`config.mk`:
```
export PLATFORM = sky130hd
export DESIGN_NAME = keypad_scanner
export DESIGN_NICKNAME = d
export VERILOG_FILES = /design/src/rtl/keypad_scanner.sv
export SDC_FILE = /design/constraint.sdc
export NUM_CORES = 1
export LEC_CHECK = 0
export ABC_AREA = 1
export CORE_MARGIN = 4
export CORE_UTILIZATION = 60
export CTS_CLUSTER_SIZE = 20
export DETAILED_ROUTE_END_ITERATION = 6
export DONT_BUFFER_PORTS = 1
export HOLD_SLACK_MARGIN = 0.1
export PLACE_DENSITY = 0.76
export SYNTH_ARGS = -nofsm -noshare
export SYNTH_HDL_FRONTEND = slang
export SYNTH_SLANG_ARGS = --single-unit
export TNS_END_PERCENT = 5
```
`constraint.sdc`:
```
create_clock -name clock -period 2.2 [get_ports clock]
set_input_delay 0.44 -clock clock [delete_from_list [all_inputs] [get_ports clock]]
set_output_delay 0.44 -clock clock [all_outputs]
set_load 0.03 [all_outputs]
```
`src/rtl/keypad_scanner.sv`:
```
// keypad_scanner: scans a 4x5 active-low key matrix, debounces press/release, emits one-shot key strobes.
// Define KEYPAD_BKSP_REPEAT_EN to auto-repeat backspace every REPEAT_PERIOD cycles while it is held.
module keypad_scanner #(
    parameter int SCAN_DIV        = 1000,
    parameter int DEBOUNCE_CYCLES = 50000,
    parameter int REPEAT_PERIOD   = 5000000
) (
    input  logic       clock,
    input  logic       reset,
    output logic [4:0] col_n,
    input  logic [3:0] row_n,
    output logic       dig_out,
    output logic [3:0] digit,
    output logic       op_out,
    output logic [1:0] op_code,
    output logic       sub_out,
    output logic       ex_out,
    output logic       bksp_out,
    output logic       reset_key_out,
    output logic       MS_out,
    output logic       MR_out,
    output logic       MC_out
);
    localparam int MAX_SD = (SCAN_DIV > DEBOUNCE_CYCLES) ? SCAN_DIV : DEBOUNCE_CYCLES;
    localparam int MAX_C  = (MAX_SD > REPEAT_PERIOD) ? MAX_SD : REPEAT_PERIOD;
    localparam int CW     = $clog2(MAX_C + 1);

    typedef enum logic [1:0] {SCAN, DEBOUNCE, EMIT, HELD} state_t;

    state_t        r_state, w_next;
    logic [3:0]    r_sync1, r_sync2, w_low, r_digit, w_dval;
    logic [CW-1:0] r_cnt, w_cnt_nxt, w_cnt_inc;
    logic [2:0]    r_col, w_col_nxt, w_col_adv;
    logic [1:0]    r_row, w_row_nxt, w_low_row, r_op;
    logic          w_row_low, w_emit, w_rep, w_r3, w_dig;

    always_ff @(posedge clock or posedge reset) begin
        if (reset) begin
            r_sync1 <= '1;
            r_sync2 <= '1;
        end else begin
            r_sync1 <= row_n;
            r_sync2 <= r_sync1;
        end
    end

    // Lowest-numbered low row wins when several keys share the driven column.
    assign w_low     = ~r_sync2;
    assign w_low_row = w_low[0] ? 2'd0 : w_low[1] ? 2'd1 : w_low[2] ? 2'd2 : 2'd3;
    assign w_row_low = w_low[r_row];
    assign w_cnt_inc = (&r_cnt) ? r_cnt : r_cnt + 1'b1;
    assign w_col_adv = (r_col == 3'd4) ? 3'd0 : r_col + 3'd1;

    always_comb begin
        w_next    = r_state;
        w_cnt_nxt = w_cnt_inc;
        w_col_nxt = r_col;
        w_row_nxt = r_row;
        case (r_state)
            SCAN: begin
                if (r_cnt == CW'(SCAN_DIV - 1)) begin
                    w_cnt_nxt = '0;
                    if (|w_low) begin
                        w_next    = DEBOUNCE;
                        w_row_nxt = w_low_row;
                    end else begin
                        w_col_nxt = w_col_adv;
                    end
                end
            end
            DEBOUNCE: begin
                if (!w_row_low) begin
                    w_next    = SCAN;
                    w_cnt_nxt = '0;
                    w_col_nxt = w_col_adv;
                end else if (r_cnt == CW'(DEBOUNCE_CYCLES - 1)) begin
                    w_next    = EMIT;
                    w_cnt_nxt = '0;
                end
            end
            EMIT: begin
                w_next    = HELD;
                w_cnt_nxt = '0;
            end
            HELD: begin
                if (w_row_low) begin
                    w_cnt_nxt = '0;
                end else if (r_cnt == CW'(DEBOUNCE_CYCLES - 1)) begin
                    w_next    = SCAN;
                    w_cnt_nxt = '0;
                    w_col_nxt = w_col_adv;
                end
            end
        endcase
    end

    assign w_r3   = (r_row == 2'd3);
    assign w_dig  = (r_col < 3'd3 && !w_r3) || (w_r3 && r_col == 3'd1);
    assign w_dval = w_r3 ? 4'd0 : {2'b00, r_row} * 4'd3 + {1'b0, r_col} + 4'd1;

    always_ff @(posedge clock or posedge reset) begin
        if (reset) begin
            r_state <= SCAN;
            r_cnt   <= '0;
            r_col   <= '0;
            r_row   <= '0;
            r_digit <= '0;
            r_op    <= '0;
        end else begin
            r_state <= w_next;
            r_cnt   <= w_cnt_nxt;
            r_col   <= w_col_nxt;
            r_row   <= w_row_nxt;
            if (w_next == EMIT && w_dig) r_digit <= w_dval;
            if (w_next == EMIT && r_col == 3'd3) r_op <= r_row;
        end
    end

`ifdef KEYPAD_BKSP_REPEAT_EN
    logic [CW-1:0] r_rep;
    // Period counter restarts on entering HELD and whenever the key reads released.
    always_ff @(posedge clock or posedge reset) begin
        if (reset) r_rep <= '0;
        else r_rep <= (r_state != HELD || !w_row_low || w_rep) ? '0 : r_rep + 1'b1;
    end
    assign w_rep = (r_state == HELD) && w_row_low && (r_rep == CW'(REPEAT_PERIOD - 1));
`else
    assign w_rep = 1'b0;
`endif

    assign w_emit        = (r_state == EMIT);
    assign col_n         = ~(5'd1 << r_col);
    assign digit         = r_digit;
    assign op_code       = r_op;
    assign dig_out       = w_emit & w_dig;
    assign op_out        = w_emit & (r_col == 3'd3);
    assign sub_out       = w_emit & (r_col == 3'd3) & (r_row == 2'd1);
    assign ex_out        = w_emit & w_r3 & (r_col == 3'd4);
    assign reset_key_out = w_emit & w_r3 & (r_col == 3'd0);
    assign bksp_out      = (w_emit | w_rep) & w_r3 & (r_col == 3'd2);
    assign MS_out        = w_emit & (r_row == 2'd0) & (r_col == 3'd4);
    assign MR_out        = w_emit & (r_row == 2'd1) & (r_col == 3'd4);
    assign MC_out        = w_emit & (r_row == 2'd2) & (r_col == 3'd4);
endmodule

```
# == After elaboration in Yosys (flattened, before gate mapping) ==
# Index checks and enable logic that the tools add are counted.
# totals
ff_bits,44
input_bits,6
# classes
add_sub_neg,4
mul,1
order_cmp,2
n_eq_ne,18
shifts,1
muxes,26
bitwise,15
reduce_logical,14
# op_table
cell,count
23-bit two-way mux,5
23-bit case mux with 4 select lines,1
23-bit by 1-bit adder with 23-bit output (second input constant),1
23-bit by 10-bit equality test with 1-bit output (second input constant),1
23-bit by 16-bit equality test with 1-bit output (second input constant),1
23-bit AND reduction,1
3-bit two-way mux,6
2-bit two-way mux,8
1-bit AND,13
2-bit equality test (second input constant),5
2-bit != test (second input constant),5
3-bit case mux with 3 select lines,1
2-bit case mux with 4 select lines,1
3-bit by 2-bit equality test with 1-bit output (second input constant),2
6-bit AND reduction,1
5-bit inverter,1
1-bit by 3-bit left shift with 5-bit output (first input constant),1
4-bit by 1-bit adder with 4-bit output (second input constant),1
4-bit by 3-bit adder with 4-bit output,1
2-bit by 1-bit equality test with 1-bit output (second input constant),2
1-bit logical AND,4
2-bit logical NOT,2
2-bit by 2-bit multiplier with 4-bit output (second input constant),1
4-bit two-way mux,1
14 further kinds,15

# == Logic depth before layout (Yosys ltp) ==
# depth
word_depth,7
depth_mapped,11
mapped_depth_nobuf,11

# == Least setup slack after synthesis ==
# Ideal clock, no wire load.
# synth_path
path_type,flip-flop to output port
from,register r_col[0]
to,output port MR_out
arrival_time_ps,1744
t_required_ps,1760
setup_slack_ps,16
path_stages_with_launch,5
path_buffers,0
cell_sequence,dfrtp_1 > inv_1 > ha_1 > nand2_1 > nor3_1
# synth_via
elab_chain_len,2
# synth_rtl
element,line_no,rtl
start: declaration,33,"logic [2:0] r_col, w_col_nxt, w_col_adv;"
start signal: assignment,112,r_col <= w_col_nxt;
3-bit equality test,142,assign MR_out = w_emit & (r_row == 2'd1) & (r_col == 3'd4);
1-bit AND,142,
end: declaration,21,"output logic MR_out,"
# No other way between the ends.

# == Worst setup path in the final report ==
# layout_path
from,register r_col[1]
to,output port sub_out
# layout_via
elab_chain_len,3
# layout_rtl
element,line_no,rtl
3-bit by 2-bit equality test with 1-bit output,137,assign sub_out = w_emit & (r_col == 3'd3) & (r_row == 2'd1);
1-bit AND (2 in a row),137,
end: declaration,16,"output logic sub_out,"
# No other way between the ends.

==> flow_summary.ini <==
[clock_tree]
path_clk_slew_ns = 0.09
clk_latency_ns = 0.30
cts_root_buf = clkbuf_8
cts_tree = yes
cts_max_level = 2
cts_hold_buffers = 0
cts_buffer_depth = 2
numCtsBuffers = 5
clkSinkCount = 44

[route]
ant_nets = 0
dr_total_vias = 2468
detail_route.iter0.violations = 147
wirelength_mm = 6.24
top_layer = met4
wl_met3_um = 353
dr.pass1.iters = 4
wl_met1_mm = 3.02
drc = 0
dr_wl_met2_mm = 2.79
wl_per_cell_um = 13.4
viasPerCell = 5.28

[sta]
clock_skew_ns = 0.00438
fin_setup_tns_ns = 0
fmaxAchievable_mhz = 484
slew_headroom = 0.632
rsz0062_at_grt = no
fin_hold_ws_ns = 0.131
period_share = 0.938
period_needed_ns = 2.06
hold_viol = 0
tightest_slew_ns = 0.553
setup_violations = 0
slew_violations = 0

[power]
p_sw_frac = 0.216
p_leak_nw = 1.49
seq_power_share = 0.555
intPower_mw = 1.17
pwr-share-comb = 0.017
clkPwrFrac = 0.428
power.density_nw_per_um2 = 455
switchingPower_mw = 0.321
peakVddDrop_v = 0.000361

[setup_path]
crit_path_end_kind = output port
cpMostUsedCell = ha_1
r2r_start = r_row[0]
max_stage_delay_ns = 0.47
startpoint = r_col[1]
path_max_fanout = 6
critPathTopFamily = flip-flops
cp-start-kind = flip-flop
crit_slowest_cell = dfrtp_1
cp.required_ns = 1.76
worst-setup-path-type = reg -> out
crit_arrival_ns = 1.62
path_cells = ha_1, ha_1, inv_1, nor3_1, buf_4
path_buf_inv = 2

[logic_synthesis]
ys_seq_area_frac = 0.375
yosys_warnings = 0
synthFlopType = dfrtp_1
async_flop_share = 1.00
ys_ff_latch = 44
yosysMostFrequentCell = nand2_1
synth_area_um2 = 2970
netlist_top_cells_count = nand2_1 (89), nor2_1 (58), inv_1 (45), dfrtp_1 (36), nand3_1 (23)
syn_nets = 400
synth_top_area_cell = dfrtp_1
syn_area_per_cell_um2 = 7.85
synth_edf_count = 0
syn_inst = 378
synthDistinctLibCells = 38
synth_top_area_frac = 0.304
synthTopCellsByArea = dfrtp_1 (30%), nand2_1 (11%), nor2_1 (7.3%)

[floorplanning]
die_h_um = 78.3
dieWidth_um = 78.3
rows = 25
initial_core_util = 0.624
core_area_um2 = 4750
ios = 26
dieArea_um2 = 6130

[grt]
grt_pass1_wl_mm = 10.8
grt_pass1_vias = 2392
overflow = 0
antenna_found_initial = 0
gr-usage-all-layers = 0.220
grt_max_degree = 45

[layout]
layout-drive-gt1-share = 0.225
final_util = 0.688
antenna_cells = 0
nets = 421
layout.cells.non_filler = 467
fillers = 401
syn2layout_area_growth_pct = 10.3

[place]
dp_hpwl_mm = 4.72
io_buffers = 0
dp_cells = 458
gp_congestion = 0.955

[worst_hold_path]
worstHoldStart = row_n[1]
hp-class = in -> reg

[status]
status = completed

[run]
cap_viol_max_count = 0
## power groups by stage
stage	Combinational [mW]	Clock, mW	Sequential, mW
final	0.0253	0.638	0.826
after global routing	0.0300	0.693	0.827
after CTS	0.0268	0.647	0.826
after detailed placement	0.0265	0	0.841
after global placement	0.0258	0	0.841
after floorplan	0.0192	0	0.840
## placed cells by master, fill, tap and decap left out, types with 2 or more instances in the layout
| master | count |
|---|---|
| a21oi_1 | 2 |
| a21oi_2 | 6 |
| and3_1 | 2 |
| buf_4 | 17 |
| clkbuf_8 | 5 |
| clkinv_4 | 2 |
| dfrtp_1 | 34 |
| dfrtp_2 | 2 |
| dfstp_2 | 8 |
| fa_1 | 2 |
| ha_1 | 13 |
| inv_1 | 42 |
| inv_2 | 6 |
| inv_4 | 2 |
| nand2_1 | 89 |
| nand2_2 | 7 |
| nand2_4 | 2 |
| nand3_1 | 23 |
| nand3_2 | 3 |
| nand4_1 | 6 |
| nor2_1 | 58 |
| nor2_2 | 10 |
| nor2_4 | 6 |
| nor3_1 | 7 |
| nor3_2 | 6 |
| o21ai_0 | 8 |
| o21ai_1 | 5 |
| o21bai_1 | 7 |
| xor2_1 | 7 |
## registers in the layout, summed over array words and instances, names as in the netlist
name / flops
r_sync2: 4
r_state: 2
digit: 4
r_cnt: 23
op_code: 2
r_sync1: 4
r_row: 2
r_col: 3
## cell families (layout without fill, tap and decap cells)
group	Yosys count	after routing	share of synthesized area
simple gates	225	225	0.382
buf+inv	53	75	0.0742
flops	44	44	0.375
compound gates	33	33	0.0763
fa+ha+maj	16	16	0.0725
xor+xnor	7	7	0.0207
## path summary, 6_finish.rpt
kind | end | slack, ns | cells after the start
max | sub_out | 0.14 | 5
min | r_sync1[1] | 0.13 | 0
max reg2reg | digit[3] | 0.20 | 11
min reg2reg | r_sync2[0] | 0.36 | 0
max in group asynchronous | r_col[0] | 1.64 | 2
min in group asynchronous | r_cnt[1] | 0.16 | 2
## per-stage QoR
stage          setup WS (ns)  instance area (µm²)  power (mW)
2_1_floorplan         0.0157                 2970       0.859
3_3_place_gp           0.262                 3140       0.867
3_5_place_dp           0.185                 3140       0.868
4_1_cts               0.0239                 3260        1.50
5_1_grt              0.00674                 3270        1.55
6_report               0.136                 3270        1.49
## routing by layer
metal | vias up | track usage
met1 | 1159 | 0.316
met3 | 11 | 0.0493
met2 | 57 | 0.326
met4 | 0 | 0.0752
met5 | - | 0
li1 | 1241 | -
## layout make-up
class / count / area (µm²) / share of cell area
Clock buffer: 5 / 68.8 / 0.0210
Clock inverter: 3 / 47.5 / 0.0145
Inverter: 50 / 193 / 0.0589
Multi-Input combinational cell: 281 / 1640 / 0.501
Sequential cell: 44 / 1110 / 0.340
Tap cell: 67 / 83.8 / 0.0256
Timing Repair Buffer: 17 / 128 / 0.0390
## what timing repair did
action                     4_1_cts  5_1_grt
setup buffers                    0        1
setup endpoints to repair        0        7
gates resized for setup          0        6
Power figures use the tool's default switching activity.
